**src/rtl/coco_kbd_pkg.sv**
```systemverilog
// Shared types, set-2 scancodes and matrix positions for the CoCo keyboard bridge.
package coco_kbd_pkg;

    typedef struct packed {
        logic [2:0] row;
        logic [2:0] col;
    } kbd_pos_t;

    localparam logic [7:0] SC_A      = 8'h1C;
    localparam logic [7:0] SC_B      = 8'h32;
    localparam logic [7:0] SC_C      = 8'h21;
    localparam logic [7:0] SC_D      = 8'h23;
    localparam logic [7:0] SC_E      = 8'h24;
    localparam logic [7:0] SC_F      = 8'h2B;
    localparam logic [7:0] SC_G      = 8'h34;
    localparam logic [7:0] SC_H      = 8'h33;
    localparam logic [7:0] SC_I      = 8'h43;
    localparam logic [7:0] SC_J      = 8'h3B;
    localparam logic [7:0] SC_K      = 8'h42;
    localparam logic [7:0] SC_L      = 8'h4B;
    localparam logic [7:0] SC_M      = 8'h3A;
    localparam logic [7:0] SC_N      = 8'h31;
    localparam logic [7:0] SC_O      = 8'h44;
    localparam logic [7:0] SC_P      = 8'h4D;
    localparam logic [7:0] SC_Q      = 8'h15;
    localparam logic [7:0] SC_R      = 8'h2D;
    localparam logic [7:0] SC_S      = 8'h1B;
    localparam logic [7:0] SC_T      = 8'h2C;
    localparam logic [7:0] SC_U      = 8'h3C;
    localparam logic [7:0] SC_V      = 8'h2A;
    localparam logic [7:0] SC_W      = 8'h1D;
    localparam logic [7:0] SC_X      = 8'h22;
    localparam logic [7:0] SC_Y      = 8'h35;
    localparam logic [7:0] SC_Z      = 8'h1A;
    localparam logic [7:0] SC_0      = 8'h45;
    localparam logic [7:0] SC_1      = 8'h16;
    localparam logic [7:0] SC_2      = 8'h1E;
    localparam logic [7:0] SC_3      = 8'h26;
    localparam logic [7:0] SC_4      = 8'h25;
    localparam logic [7:0] SC_5      = 8'h2E;
    localparam logic [7:0] SC_6      = 8'h36;
    localparam logic [7:0] SC_7      = 8'h3D;
    localparam logic [7:0] SC_8      = 8'h3E;
    localparam logic [7:0] SC_9      = 8'h46;
    localparam logic [7:0] SC_SPACE  = 8'h29;
    localparam logic [7:0] SC_ENTER  = 8'h5A;
    localparam logic [7:0] SC_LSHIFT = 8'h12;
    localparam logic [7:0] SC_RSHIFT = 8'h59;
    localparam logic [7:0] SC_ESC    = 8'h76;
    // The following are only valid with the E0 prefix.
    localparam logic [7:0] SC_HOME   = 8'h6C;
    localparam logic [7:0] SC_UP     = 8'h75;
    localparam logic [7:0] SC_DOWN   = 8'h72;
    localparam logic [7:0] SC_LEFT   = 8'h6B;
    localparam logic [7:0] SC_RIGHT  = 8'h74;

    localparam kbd_pos_t POS_UP    = {3'd3, 3'd3};
    localparam kbd_pos_t POS_DOWN  = {3'd3, 3'd4};
    localparam kbd_pos_t POS_LEFT  = {3'd3, 3'd5};
    localparam kbd_pos_t POS_RIGHT = {3'd3, 3'd6};
    localparam kbd_pos_t POS_CLEAR = {3'd6, 3'd1};
    localparam kbd_pos_t POS_BREAK = {3'd6, 3'd2};
    localparam kbd_pos_t POS_SHIFT = {3'd6, 3'd7};

    function automatic logic [6:0] hit_at(input logic [2:0] r, input logic [2:0] c);
        return {1'b1, r, c};
    endfunction

endpackage

```
**src/rtl/ps2_to_coco.sv**
```systemverilog
// Purpose: set-2 scancode {ext, code} to CoCo matrix position lookup.
// Latency: combinational. Backpressure: none.
module ps2_to_coco
    import coco_kbd_pkg::*;
(
    input  logic     i_ext,
    input  logic [7:0] i_code,
    output logic     o_hit,
    output kbd_pos_t o_pos
);

    logic [6:0] w_lut;

    always_comb begin
        w_lut = 7'd0;
        case ({i_ext, i_code})
            {1'b0, SC_A}:      w_lut = hit_at(3'd0, 3'd1);
            {1'b0, SC_B}:      w_lut = hit_at(3'd0, 3'd2);
            {1'b0, SC_C}:      w_lut = hit_at(3'd0, 3'd3);
            {1'b0, SC_D}:      w_lut = hit_at(3'd0, 3'd4);
            {1'b0, SC_E}:      w_lut = hit_at(3'd0, 3'd5);
            {1'b0, SC_F}:      w_lut = hit_at(3'd0, 3'd6);
            {1'b0, SC_G}:      w_lut = hit_at(3'd0, 3'd7);
            {1'b0, SC_H}:      w_lut = hit_at(3'd1, 3'd0);
            {1'b0, SC_I}:      w_lut = hit_at(3'd1, 3'd1);
            {1'b0, SC_J}:      w_lut = hit_at(3'd1, 3'd2);
            {1'b0, SC_K}:      w_lut = hit_at(3'd1, 3'd3);
            {1'b0, SC_L}:      w_lut = hit_at(3'd1, 3'd4);
            {1'b0, SC_M}:      w_lut = hit_at(3'd1, 3'd5);
            {1'b0, SC_N}:      w_lut = hit_at(3'd1, 3'd6);
            {1'b0, SC_O}:      w_lut = hit_at(3'd1, 3'd7);
            {1'b0, SC_P}:      w_lut = hit_at(3'd2, 3'd0);
            {1'b0, SC_Q}:      w_lut = hit_at(3'd2, 3'd1);
            {1'b0, SC_R}:      w_lut = hit_at(3'd2, 3'd2);
            {1'b0, SC_S}:      w_lut = hit_at(3'd2, 3'd3);
            {1'b0, SC_T}:      w_lut = hit_at(3'd2, 3'd4);
            {1'b0, SC_U}:      w_lut = hit_at(3'd2, 3'd5);
            {1'b0, SC_V}:      w_lut = hit_at(3'd2, 3'd6);
            {1'b0, SC_W}:      w_lut = hit_at(3'd2, 3'd7);
            {1'b0, SC_X}:      w_lut = hit_at(3'd3, 3'd0);
            {1'b0, SC_Y}:      w_lut = hit_at(3'd3, 3'd1);
            {1'b0, SC_Z}:      w_lut = hit_at(3'd3, 3'd2);
            {1'b1, SC_UP}:     w_lut = {1'b1, POS_UP};
            {1'b1, SC_DOWN}:   w_lut = {1'b1, POS_DOWN};
            {1'b1, SC_LEFT}:   w_lut = {1'b1, POS_LEFT};
            {1'b1, SC_RIGHT}:  w_lut = {1'b1, POS_RIGHT};
            {1'b0, SC_SPACE}:  w_lut = hit_at(3'd3, 3'd7);
            {1'b0, SC_0}:      w_lut = hit_at(3'd4, 3'd0);
            {1'b0, SC_1}:      w_lut = hit_at(3'd4, 3'd1);
            {1'b0, SC_2}:      w_lut = hit_at(3'd4, 3'd2);
            {1'b0, SC_3}:      w_lut = hit_at(3'd4, 3'd3);
            {1'b0, SC_4}:      w_lut = hit_at(3'd4, 3'd4);
            {1'b0, SC_5}:      w_lut = hit_at(3'd4, 3'd5);
            {1'b0, SC_6}:      w_lut = hit_at(3'd4, 3'd6);
            {1'b0, SC_7}:      w_lut = hit_at(3'd4, 3'd7);
            {1'b0, SC_8}:      w_lut = hit_at(3'd5, 3'd0);
            {1'b0, SC_9}:      w_lut = hit_at(3'd5, 3'd1);
            {1'b0, SC_ENTER}:  w_lut = hit_at(3'd6, 3'd0);
            {1'b1, SC_HOME}:   w_lut = {1'b1, POS_CLEAR};
            {1'b0, SC_ESC}:    w_lut = {1'b1, POS_BREAK};
            {1'b0, SC_LSHIFT}: w_lut = {1'b1, POS_SHIFT};
            {1'b0, SC_RSHIFT}: w_lut = {1'b1, POS_SHIFT};
            default:           w_lut = 7'd0;
        endcase
    end

    assign o_hit = w_lut[6];
    assign o_pos = w_lut[5:0];

endmodule

```
**src/rtl/coco_kbd_matrix.sv**
```systemverilog
// Purpose: ps2_key events into a CoCo 2 7x8 key matrix with minimum key hold.
// Latency: toggle->key_valid 2 cycles, ->row_n 3 cycles; strobe->row_n 1 cycle. Backpressure: none, one event per cycle.
module coco_kbd_matrix
    import coco_kbd_pkg::*;
#(
    parameter int HOLD_CYCLES = 1_000_000
)(
    input  logic        clk_sys,
    input  logic        reset,
    input  logic [10:0] ps2_key,
    input  logic [7:0]  col_strobe_n,
    output logic [6:0]  row_n,
    output logic        key_valid
);

    localparam int CNT_W = $clog2(HOLD_CYCLES + 1);
    localparam logic [CNT_W-1:0] CNT_LOAD = CNT_W'(HOLD_CYCLES);
    localparam logic [CNT_W-1:0] CNT_ONE  = CNT_W'(1);
    localparam logic [CNT_W-1:0] CNT_ZERO = '0;

    logic             r_init;
    logic             r_tog;
    logic             r_ev_vld;
    logic             r_ev_press;
    logic             r_ev_ext;
    logic [7:0]       r_ev_code;
    logic             r_kv;
    logic             r_s1_press;
    kbd_pos_t         r_s1_pos;
    logic [55:0]      r_matrix;
    kbd_pos_t         r_slot_pos;
    logic [CNT_W-1:0] r_cnt;
    logic             r_defer;
    logic [6:0]       r_row_n;

    logic             w_hit;
    kbd_pos_t         w_pos;
    logic [55:0]      w_mat_nxt;
    kbd_pos_t         w_slot_nxt;
    logic [CNT_W-1:0] w_cnt_nxt;
    logic             w_defer_nxt;
    logic [6:0]       w_row_n;

    ps2_to_coco u_lut (
        .i_ext  (r_ev_ext),
        .i_code (r_ev_code),
        .o_hit  (w_hit),
        .o_pos  (w_pos)
    );

    // Hold expiry is resolved before the S2 event so a release landing on the
    // last hold cycle sees cnt already at zero and clears straight away.
    always_comb begin
        w_mat_nxt   = r_matrix;
        w_slot_nxt  = r_slot_pos;
        w_cnt_nxt   = r_cnt;
        w_defer_nxt = r_defer;
        if (r_cnt != CNT_ZERO) begin
            w_cnt_nxt = r_cnt - CNT_ONE;
            if (r_cnt == CNT_ONE && r_defer) begin
                w_mat_nxt[r_slot_pos] = 1'b0;
                w_defer_nxt           = 1'b0;
            end
        end
        if (r_kv) begin
            if (r_s1_press) begin
                if (w_defer_nxt) begin
                    w_mat_nxt[r_slot_pos] = 1'b0;
                end
                w_mat_nxt[r_s1_pos] = 1'b1;
                w_slot_nxt          = r_s1_pos;
                w_cnt_nxt           = CNT_LOAD;
                w_defer_nxt         = 1'b0;
            end else if (r_s1_pos == r_slot_pos && w_cnt_nxt != CNT_ZERO) begin
                w_defer_nxt = 1'b1;
            end else begin
                w_mat_nxt[r_s1_pos] = 1'b0;
            end
        end
    end

    always_comb begin
        w_row_n = 7'h7F;
        for (int r = 0; r < 7; r++) begin
            w_row_n[r] = ~|(r_matrix[r*8 +: 8] & ~col_strobe_n);
        end
    end

    always_ff @(posedge clk_sys or posedge reset) begin
        if (reset) begin
            r_init     <= 1'b1;
            r_tog      <= 1'b0;
            r_ev_vld   <= 1'b0;
            r_ev_press <= 1'b0;
            r_ev_ext   <= 1'b0;
            r_ev_code  <= 8'd0;
            r_kv       <= 1'b0;
            r_s1_press <= 1'b0;
            r_s1_pos   <= '0;
            r_matrix   <= '0;
            r_slot_pos <= '0;
            r_cnt      <= '0;
            r_defer    <= 1'b0;
            r_row_n    <= 7'h7F;
        end else begin
            // First clock after reset only adopts the current toggle level.
            r_init     <= 1'b0;
            r_tog      <= ps2_key[10];
            r_ev_vld   <= ~r_init & (ps2_key[10] != r_tog);
            r_ev_press <= ps2_key[9];
            r_ev_ext   <= ps2_key[8];
            r_ev_code  <= ps2_key[7:0];
            r_kv       <= r_ev_vld & w_hit;
            r_s1_press <= r_ev_press;
            r_s1_pos   <= w_pos;
            r_matrix   <= w_mat_nxt;
            r_slot_pos <= w_slot_nxt;
            r_cnt      <= w_cnt_nxt;
            r_defer    <= w_defer_nxt;
            r_row_n    <= w_row_n;
        end
    end

    assign row_n     = r_row_n;
    assign key_valid = r_kv;

endmodule

```
**config.mk**
```make
export PLATFORM = sky130hd
export DESIGN_NAME = coco_kbd_matrix
export DESIGN_NICKNAME = d
export VERILOG_FILES = /design/src/rtl/coco_kbd_pkg.sv /design/src/rtl/ps2_to_coco.sv /design/src/rtl/coco_kbd_matrix.sv
export SDC_FILE = /design/constraint.sdc
export NUM_CORES = 1
export LEC_CHECK = 0
export CAP_MARGIN = 20
export CORE_ASPECT_RATIO = 2
export CORE_MARGIN = 5
export CORE_UTILIZATION = 25
export DETAILED_ROUTE_END_ITERATION = 10
export PLACE_DENSITY = 0.42
export SLEW_MARGIN = 20
export SYNTH_ARGS = -nofsm -noshare
export SYNTH_HDL_FRONTEND = slang
export SYNTH_HIERARCHICAL = 1
export SYNTH_SLANG_ARGS = --single-unit
export TNS_END_PERCENT = 20
```
**constraint.sdc**
```tcl
create_clock -name clk_sys -period 4.9 [get_ports clk_sys]
set_input_delay 0.735 -clock clk_sys [delete_from_list [all_inputs] [get_ports clk_sys]]
set_output_delay 0.735 -clock clk_sys [all_outputs]
set_load 0.02 [all_outputs]
```
==> run summary <==
status -> finished clean
average size of a mapped cell -> 8.33 um2
Crit Path Max Fanout -> 14
Area contributors post-synth -> dfrtp_1 37%, nand2_1 4.3%, o21ai_0 4.1%
initial core utilization -> 0.254
Core ar. -> 27700 um2
layout cells sized above 1 -> 0.0825
total grt overflow -> 0
skew final -> 0.0140 ns
Post-CTS Setup Bufs -> 0
Lkg Pwr -> 0.00294 uW
cell accounting for the most synthesized area -> dfrtp_1
Final Cycle Share -> 0.699
final-report setup violation count -> 0
# hold bufs at CTS -> 0
most common cell after layout, fill and taps aside -> dfrtp_1
crit-path most repeated cell -> nor3_2
routed via count -> 6491
# resized after CTS -> 0
Area after DPL -> 7540 um2
Routed Antenna Nets -> 0
Max clock buf depth -> 2
f_max -> 292 MHz
slew margin rel. -> 0.331
CP cell instances -> or4_1 -> nor3_2 -> nand2_1 -> a31oi_2 -> a41oi_4 -> nor3_2 -> a32oi_1
Worst path max stage delay -> 0.65 ns
synth unique cells -> 74
htree depth -> 3
top-area cell type share of the netlist area -> 0.367
WP data arrival -> 3.66 ns
largest net degree at the start of global routing -> 40
CP max-delay cell -> or4_1
EDFF count, synth -> 0
final wirelength -> 26500 um
initial detailed-routing violation count -> 538
n_diodes -> 0
Req. time, crit path -> 5.14 ns
leading cell types in the layout, fill and taps excluded -> 103 x dfrtp_1, 80 x nand2_1, 63 x inv_1, 57 x o21ai_0, 48 x a21oi_1
final slew viol count -> 0
antenna violations before repair -> 0
Hold Crit Class -> register to register
Syn-to-layout area delta -> 11.5%
maximum VDD drop -> 178 uV
crit end category -> register
sequential share of the synthesized area -> 0.397
final hold vios -> 0
average wire per standard cell -> 22.3 um
type of the worst setup path -> register to register
die span in x -> 128 um
Power per Cell Area -> 336 nW/um2
vias per cell -> 5.46
global-route wire length before repair -> 40000 um
CTS tree -> yes
I/O Buffers -> 28
Num Clock Sinks -> 111
clock buffer count from CTS -> 9
Max-Cap Viols -> 0
Mapped Nets -> 867
FP Rows -> 86
unrepaired setup endpoints after global routing -> no
DP HPWL -> 19400 um
Synth Cell Area -> 7020 um2
Seq cells post-synth -> 111
fin crit period -> 3.43 ns
vias in the first global route -> 6521
DRC violations left -> 0
fill cell count -> 2950
asr flop ratio synth -> 1.00
die area -> 31700 um2
clk_lat worst skew -> 0.38 ns
setup_tns -> 0 ns
nets -> 855
Overall Global Routing Usage -> 0.168
yosys synthesis warning count -> 6
fin area -> 7830 um2
transition time at the pin with the least slew margin -> 1.00 ns
height of the die -> 247 um
Synth Instances -> 843
I/O pin cnt -> 29
top_reg_cell synth -> dfrtp_1
GP Congestion -> 0.922
root buf cell -> clkbuf_16
DR pass1 iterations -> 5
startpoint types -> register
Clock transition at path regs -> 0.09 ns
report_power, final:
part           internal, uW  switching (uW)
Clock                   359             401
Combinational           235             426
Sequential             1030             185
metrics by stage:
stage	util	setup WS [ns]	cells	hold slack (ns)	power, uW
final	0.283	1.47	1188	0.372	2630
after floorplan	-	1.25	843	0.331	1650
after CTS	0.283	1.45	1188	0.382	2660
after detailed placement	0.273	1.46	1172	0.363	1880
after global placement	0.273	1.50	1172	0.381	1890
after global routing	0.283	1.24	1188	0.390	2770
critical path, delay by kind of cell, from the launching register on:
family | cells | cell delay (ns)
simple gates | 4 | 1.93
compound gates | 3 | 0.90
flops | 1 | 0.44
kinds of logic after synthesis:
kind of cell	count (synthesis)	synth area share
xor+xnor	22	0.0275
mux	2	0.00285
compound gates	237	0.220
fa+ha+maj	3	0.00535
flops	111	0.397
simple gates	341	0.270
buf+inv	126	0.0761
other cells	1	0.000534
layer usage:
layer | routed length (um) | up-vias | global-route usage
met5 | 0 | - | 0
met4 | 1590 | 0 | 0.102
met3 | 947 | 76 | 0.0203
met2 | 14900 | 201 | 0.325
met1 | 9030 | 3193 | 0.165
li1 | - | 3021 | -
area by class of cell:
cell class / count / area [um2] / area share
tap: 352 / 440 / 0.0563
inverter: 64 / 243 / 0.0310
multi-input combinational: 606 / 3700 / 0.473
timing repair buffer: 39 / 363 / 0.0464
clock buffer: 9 / 225 / 0.0288
sequential: 111 / 2790 / 0.356
clock inverter: 7 / 63.8 / 0.00815
synthesized netlist by cell type (all sizes together), types with 3 or more instances:
cell	instances
and3	5
o31ai	3
o21a	17
o211ai	4
o41ai	3
or3b	10
dfstp	8
nor3	50
nor3b	5
nor4	30
xor2	9
or4	5
and3b	5
a32oi	8
a211oi	5
nand4b	5
o2bb2ai	4
inv	64
o21ai	65
a22oi	26
nand3	29
dfrtp	103
nand2b	7
nand2	80
nand3b	9
xnor2	13
or2	3
clkbuf	37
nor2	46
a31oi	11
nand4	10
or3	8
a21oi	48
nor2b	15
and2	8
o22ai	32
ha	3
buf	25
state kept, by name, indices dropped and copies added (netlist names):
| name | cells |
|---|---|
| row_n | 7 |
| r_init | 1 |
| r_cnt | 20 |
| r_ev_press | 1 |
| r_ev_ext | 1 |
| r_slot_pos | 6 |
| key_valid | 1 |
| r_matrix | 56 |
| r_s1_pos | 6 |
| r_s1_press | 1 |
| r_tog | 1 |
| r_defer | 1 |
| r_ev_code | 8 |
| r_ev_vld | 1 |
final timing paths:
path,startpoint,to,slack [ns],depth (start not counted)
max,r_cnt[4],r_matrix[22],1.47,7
min,r_ev_press,r_s1_press,0.37,0
max reg2reg,r_cnt[4],r_matrix[22],1.47,7
min reg2reg,r_ev_press,r_s1_press,0.37,0
max in group asynchronous,reset,r_init,3.24,3
min in group asynchronous,reset,r_matrix[46],0.73,2
Power figures use the tool's default switching activity.
